--- src/rtl/demux2_reg_pkg.sv ---
// Shared definitions for the demux2_reg stream demultiplexer: default widths, channel
// indices and the slot acceptance rule.
package demux2_reg_pkg;

  localparam int unsigned BW_DATA_DEF = 4;
  localparam int unsigned BW_CNT_DEF  = 8;

  localparam logic CH0 = 1'b0;
  localparam logic CH1 = 1'b1;

  // A slot takes a new word when empty, or when its current word leaves this cycle.
  function automatic logic slot_can_accept(input logic full, input logic ready);
    return !full || ready;
  endfunction

endpackage

--- src/rtl/demux2_slot.sv ---
// Single-entry holding register with valid/ready output handshake.
// Optional delivery counter enabled by DEMUX2_REG_CNT_EN.
module demux2_slot
  import demux2_reg_pkg::*;
#(
  parameter int unsigned DataW = BW_DATA_DEF
`ifdef DEMUX2_REG_CNT_EN
  ,
  parameter int unsigned CntW  = BW_CNT_DEF
`endif
) (
  input  logic             clk_i,
  input  logic             rst_ni,
  input  logic             load_i,
  input  logic [DataW-1:0] data_i,
  output logic             can_accept_o,
  output logic             valid_o,
  input  logic             ready_i,
  output logic [DataW-1:0] data_o
`ifdef DEMUX2_REG_CNT_EN
  ,
  output logic [CntW-1:0]  cnt_o
`endif
);

  logic             full_q, full_d;
  logic [DataW-1:0] data_q, data_d;
  logic             out_fire;

  assign out_fire     = full_q & ready_i;
  assign can_accept_o = slot_can_accept(full_q, ready_i);
  assign valid_o      = full_q;
  assign data_o       = data_q;

  // A load in the same cycle as a drain keeps the slot full with the new word.
  always_comb begin
    full_d = full_q;
    data_d = data_q;
    if (load_i) begin
      full_d = 1'b1;
      data_d = data_i;
    end else if (out_fire) begin
      full_d = 1'b0;
    end
  end

  always_ff @(posedge clk_i or negedge rst_ni) begin
    if (!rst_ni) begin
      full_q <= 1'b0;
      data_q <= '0;
    end else begin
      full_q <= full_d;
      data_q <= data_d;
    end
  end

`ifdef DEMUX2_REG_CNT_EN
  logic [CntW-1:0] cnt_q, cnt_d;

  // Wraps naturally at 2^CntW.
  always_comb begin
    cnt_d = cnt_q;
    if (out_fire) begin
      cnt_d = cnt_q + 1'b1;
    end
  end

  always_ff @(posedge clk_i or negedge rst_ni) begin
    if (!rst_ni) begin
      cnt_q <= '0;
    end else begin
      cnt_q <= cnt_d;
    end
  end

  assign cnt_o = cnt_q;
`endif

  load_only_when_accepting: assert property (
    @(posedge clk_i) disable iff (!rst_ni) load_i |-> can_accept_o
  );

endmodule

--- src/rtl/demux2_reg.sv ---
// Registered 1-to-2 stream demultiplexer: steers each input word by i_sel into one of two
// one-entry output slots. Define DEMUX2_REG_CNT_EN for per-channel delivery counters.
module demux2_reg
  import demux2_reg_pkg::*;
#(
  parameter int unsigned BW_DATA = BW_DATA_DEF
`ifdef DEMUX2_REG_CNT_EN
  ,
  parameter int unsigned BW_CNT  = BW_CNT_DEF
`endif
) (
  input  logic               i_clk,
  input  logic               i_rstn,
  input  logic               i_valid,
  output logic               o_ready,
  input  logic               i_sel,
  input  logic [BW_DATA-1:0] i_data,
  output logic               o_valid0,
  input  logic               i_ready0,
  output logic [BW_DATA-1:0] o_data0,
  output logic               o_valid1,
  input  logic               i_ready1,
  output logic [BW_DATA-1:0] o_data1
`ifdef DEMUX2_REG_CNT_EN
  ,
  output logic [BW_CNT-1:0]  o_cnt0,
  output logic [BW_CNT-1:0]  o_cnt1
`endif
);

  logic can_accept0, can_accept1;
  logic in_fire, load0, load1;

  // Readiness follows only the addressed slot, so a stalled consumer never blocks the other.
  assign o_ready = (i_sel == CH1) ? can_accept1 : can_accept0;
  assign in_fire = i_valid & o_ready;
  assign load0   = in_fire & (i_sel == CH0);
  assign load1   = in_fire & (i_sel == CH1);

  demux2_slot #(
    .DataW (BW_DATA)
`ifdef DEMUX2_REG_CNT_EN
    ,
    .CntW  (BW_CNT)
`endif
  ) u_slot0 (
    .clk_i        (i_clk),
    .rst_ni       (i_rstn),
    .load_i       (load0),
    .data_i       (i_data),
    .can_accept_o (can_accept0),
    .valid_o      (o_valid0),
    .ready_i      (i_ready0),
    .data_o       (o_data0)
`ifdef DEMUX2_REG_CNT_EN
    ,
    .cnt_o        (o_cnt0)
`endif
  );

  demux2_slot #(
    .DataW (BW_DATA)
`ifdef DEMUX2_REG_CNT_EN
    ,
    .CntW  (BW_CNT)
`endif
  ) u_slot1 (
    .clk_i        (i_clk),
    .rst_ni       (i_rstn),
    .load_i       (load1),
    .data_i       (i_data),
    .can_accept_o (can_accept1),
    .valid_o      (o_valid1),
    .ready_i      (i_ready1),
    .data_o       (o_data1)
`ifdef DEMUX2_REG_CNT_EN
    ,
    .cnt_o        (o_cnt1)
`endif
  );

  single_destination: assert property (
    @(posedge i_clk) disable iff (!i_rstn) !(load0 && load1)
  );

endmodule

--- config.mk ---
export PLATFORM = sky130hd
export DESIGN_NAME = demux2_reg
export DESIGN_NICKNAME = d
export VERILOG_FILES = /design/src/rtl/demux2_reg_pkg.sv /design/src/rtl/demux2_slot.sv /design/src/rtl/demux2_reg.sv
export SDC_FILE = /design/constraint.sdc
export NUM_CORES = 1
export LEC_CHECK = 0
export CORE_AREA = 2 2 39 41
export CTS_CLUSTER_DIAMETER = 100
export DETAILED_ROUTE_END_ITERATION = 10
export DIE_AREA = 0 0 41 43
export PLACE_DENSITY_LB_ADDON = 0.2
export SLEW_MARGIN = 30
export SYNTH_ARGS = -nofsm -noshare
export SYNTH_HDL_FRONTEND = slang
export SYNTH_SLANG_ARGS = --single-unit
--- constraint.sdc ---
create_clock -name i_clk -period 1.2 [get_ports i_clk]
set_input_delay 0.12 -clock i_clk [delete_from_list [all_inputs] [get_ports i_clk]]
set_output_delay 0.12 -clock i_clk [all_outputs]
set_load 0.005 [all_outputs]
---- Yosys cells after proc, flatten, opt, wreduce, memory -nomap -nowiden ----
Index checks and enable logic that the tools add are counted.
operators by class
  $add $sub $neg .......................... 0
  reduce and logical (&&, ||, !) cells .... 6
  shift operators ......................... 0
  equality and inequality tests ........... 0
  multiplexer cells ....................... 5
  div/mod/pow operators ................... 0
  $mul .................................... 0
  bitwise logic cells ..................... 6
  $lt $le $gt $ge ......................... 0
operators with widths
  operator            count
  1-bit AND           5
  1-bit two-way mux   5
  2-bit nonzero test  2
  1-bit logical NOT   2
  1-bit logical OR    2
  1-bit NOT           1
storage, ports and cells
  logic and storage cells ................. 21
  RAM bits ................................ 0
  output and inout bits ................... 11
  memories kept ........................... 0
  bits in latches ......................... 0
  memory bits (read-only) ................. 0
  register bits ........................... 10
  input bits .............................. 10

---- Logic depth before layout (Yosys ltp) ----
  word-level depth ........................ 6
  gate-level depth with buffers ........... 3
  gate-level depth less buffers ........... 3

---- Modules after synthesis ----
From an unflattened synthesis, not the netlist that was laid out.
second synthesis, totals
  cells, all modules ...................... 25
  area, all modules ....................... 397.9 sq um
modules (own cells, without submodules)
  module       sequential area each (sq um)  instances  cells each  area an instance (sq um)
  demux2_slot  125.1                         2          11          182.7
  demux2_reg   0.0                           1          3           32.5

---- Worst setup path before layout ----
OpenSTA, ideal clock, no wires.
  path kind ............................... register -> register
  start ................................... reg u_slot0.full_q, in the netlist u_slot0.valid_o
  end ..................................... reg u_slot0.data_q[0], in the netlist u_slot0.data_o[0]
  stages on the path, launching flop included .. 4
  library setup time ...................... 0.125 ns
  path buffers ............................ 0
  path slack .............................. 0.016 ns
  clock period less this slack ............ 1.184 ns
  data arrival time ....................... 1.059 ns
  data required time ...................... 1.075 ns
  path through ............................ dfrtp_1 nand2b_4 nor3b_4 mux2_2
between the ends
  word-level cells in the longest chain between the ends .. 5
RTL lines
  element                 line                  source
  from (decl)             demux2_slot.sv:26     logic full_q, full_d;
  from (signal assigned)  demux2_slot.sv:52     full_q <= full_d;
  1-bit logical NOT       demux2_reg_pkg.sv:13  return !full || ready;
  1-bit logical OR        demux2_reg_pkg.sv:13
  1-bit two-way mux       demux2_reg.sv:35      assign o_ready = (i_sel == CH1) ? can_accept1 : can_accept0;
  1-bit AND               demux2_reg.sv:36      assign in_fire = i_valid & o_ready;
  1-bit AND               demux2_reg.sv:37      assign load0 = in_fire & (i_sel == CH0);
  to (signal assigned)    demux2_slot.sv:53     data_q <= data_d;
  to (decl)               demux2_slot.sv:27     logic [DataW-1:0] data_q, data_d;
Every way passes these cells.
A chain may end at the register's enable or synchronous reset.

---- Final worst setup path ----
  start ................................... reg u_slot1.full_q, in the netlist u_slot1.valid_o
  end ..................................... reg u_slot1.data_q[1], in the netlist u_slot1.data_o[1]
between the ends
  word-level cells in the longest chain between the ends .. 5
RTL lines
  element                 line                  source
  from (decl)             demux2_slot.sv:26
  from (signal assigned)  demux2_slot.sv:52
  1-bit logical NOT       demux2_reg_pkg.sv:13
  1-bit logical OR        demux2_reg_pkg.sv:13
  1-bit two-way mux       demux2_reg.sv:35
  1-bit AND               demux2_reg.sv:36
  1-bit AND               demux2_reg.sv:38      assign load1 = in_fire & (i_sel == CH1);
  to (signal assigned)    demux2_slot.sv:53
  to (decl)               demux2_slot.sv:27
Every way passes these cells.

==> impl_results.md <==
- Status: complete, but fails checks
- Failing checks: negative setup slack
- Initial antenna violation count: 0
- Final wirelength: roughly 990 um
- Maximum vdd drop: around 570 uV
- Hold Vio Cnt, Final: 0
- Max Cap Violations: 0
- Largest net degree at the start of global routing: 11
- Hold crit path type: input port to asynchronous set/reset pin
- GRT Total Usage: roughly 14%
- Final setup viols: 9
- Die Y: ~43 um
- Layout cells sized above 1: a little over two fifths
- ANT cells: 0
- CTS Buffer Depth: 2
- Worst Path Buf+Inv: 0
- Rows: 14
- Clock sinks: 10
- Total area of sequential cells: between 200 and 300 sq um
- DR vias/cell: 4.46
- Minimum clock period: between 1 and 1.5 ns
- Final instance area: roughly 720 sq um
- Vias in the first global route: roughly 330
- Worst reg2reg path startpoint: u_slot1.valid_o$_DFFE_PN0P_
- Worst-path clk slew: 0.06 ns
- Worst slew pin tran: about 0.45 ns
- Core ar.: 1380 sq um
- Register area share after synthesis: ~60%
- Critical path class: register to register
- GRT Residual Overflow: 0
- Synthesized area per cell: 15.1 sq um
- CP cell instances: and2b_2 > nor2_4 > mux2_4
- FILL cells: 132
- RSZ-0062 raised after global routing: true
- Max frequency: ~810 MHz
- Final design utilization: between 50% and 60%
- WL per Instance: about 14 um
- Final worst path period share: 103%
- IO Pins: 21
- Crit path max-delay cell type: dfrtp_1
- Root buffer cell: clkbuf_4
- Die area: 1760 sq um
- Leak pwr: between 0.3 and 0.4 nW
- Clk_lat worst skew: 0.26 ns
- Mapped Cells: 28
- Worst endpoint data arrival time: ~1.4 ns
- Post-layout nets: between 60 and 70
- Most frequent cells in the layout: 11 x dlygate4sd2_1, 10 x dfrtp_1, 8 x mux2_4, 8 x clkdlybuf4s50_1, 3 x clkbuf_4
- Commonest non-fill, non-tap cell in the layout: dlygate4sd2_1
- Final ANT Viol Nets: 0
- Total CTS buffers: 3
- Worst endpoint required time: 1.34 ns
- Post-DP HPWL: ~740 um
- Slew Limit Fails: 0
- Setup crit start: u_slot1.valid_o$_DFFE_PN0P_
- IO Port Bufs: 20
- Slack of the critical path: -0.0311 ns
- Yosys cell types: 12
- Multi-input combinational cell area: 205 sq um
- Hold Buf Count CTS: 0
- Final Power: ~900 uW
- Area added between synthesis and finish: 70.9%
- Mapped Area: around 420 sq um
- Syn_nets: 38
- CP max stage delay: ~0.37 ns
- Non-filler instance count after layout: between 70 and 80
- PD cells: between 1000 and 1500 nW/um^2
- Synth Warn #: 0
- Slew HR: between 60 and 70%
- TritonCTS clock tree: yes
- CP endpoint kind: register
- Placed cell areas: about 650 sq um
- Detailed-route DRC error count: 0
- CP Launch Type: register
- Initial Util: a little under a third
- GP Congestion: approximately 0.55
- Critical path fanouts, max: 4
- #FFs+latches synth: 10
- 1st-pass router iterations: 3
- Vias post-DR: around 320
- Place WS: -0.378 ns
- Largest delay share family, worst path: simple AND/OR/NAND/NOR gates
- H-tree depth: 1
- Skew final: 0.00555 ns
- First-pass GRT wire length: roughly 1.5 mm
- Die width: a little over 40 um
- Cells after DPL: 65
- Detailed Route Iter0 Violations: 1
==> metrics by stage <==
stage	hold WS (ns)	setup TNS, ns
global placement	0.450	-2.47
finish	0.168	-0.205
detailed placement	0.466	-2.81
CTS	0.180	-0.445
floorplan	-0.176	0
global route	0.191	-0.543
==> where the power goes <==
group	switching, mW	internal [mW]	leakage, nW
sequential	0.0301	0.392	0.118
clock	0.109	0.116	0.0138
combinational	0.0825	0.177	0.213
total	0.221	0.685	0.345
==> per-layer routing <==
| metal | track usage (%) | part of all wire [%] |
|---|---|---|
| met2 | 19.4 | 52 |
| met1 | 17.6 | 44 |
| met3 | 4.71 | 4.0 |
| met4 | 10.0 | 0 |
| met5 | 0 | 0 |
==> cell usage after synthesis (all sizes together) <==
master  count  area share, %
nor2        2            3.6
o21ai       1            1.2
inv         1           0.89
nand2b      2            4.7
dfrtp      10             59
nor3b       1            4.5
mux2        8             21
nand2       1            1.5
a21oi       1            1.2
and2b       1            1.8
==> sequential cells by signal (all words and copies together) (netlist names) <==
register	flops
u_slot1.valid_o	1
u_slot0.valid_o	1
u_slot0.data_o	4
u_slot1.data_o	4
==> layout make-up <==
cell class	instances	share of cell area [%]
multi-input cells	17	28.5
repair buffers	24	30.4
inverters	1	0.521
clock buffers	3	3.13
well taps	16	2.78
flip-flops and latches	10	34.7
==> kinds of logic (layout without fill, tap and decap cells) <==
logic type | after synthesis | in the layout | synth area share [%]
and+or+nand+nor | 7 | 7 | 16.0
DFF | 10 | 10 | 59.3
muxes | 8 | 8 | 21.4
AOI/OAI and AO/OA | 2 | 2 | 2.37
buffers and inverters | 1 | 28 | 0.889
==> final timing paths <==
| check | to | slack, ns | cells after the start |
|---|---|---|---|
| worst max-delay path | u_slot1.data_o[1]$_DFFE_PN0P_ | -0.03 | 3 |
| worst min-delay path | u_slot0.valid_o$_DFFE_PN0P_ | 0.17 | 1 |
| worst max register to register | u_slot1.data_o[1]$_DFFE_PN0P_ | -0.03 | 3 |
| worst min register to register | u_slot1.data_o[0]$_DFFE_PN0P_ | 0.51 | 1 |
| max in group asynchronous | u_slot1.data_o[1]$_DFFE_PN0P_ | 0.72 | 1 |
| min in group i_clk | u_slot0.valid_o$_DFFE_PN0P_ | 0.38 | 2 |
==> what timing repair did <==
item	in CTS	in global routing
cloned	0	0
buffers inserted	2	1
pin swaps	2	0
gates resized for setup	24	4
endpoints found under the setup margin	19	9
Note: power is estimated with default switching activity, not from simulation.
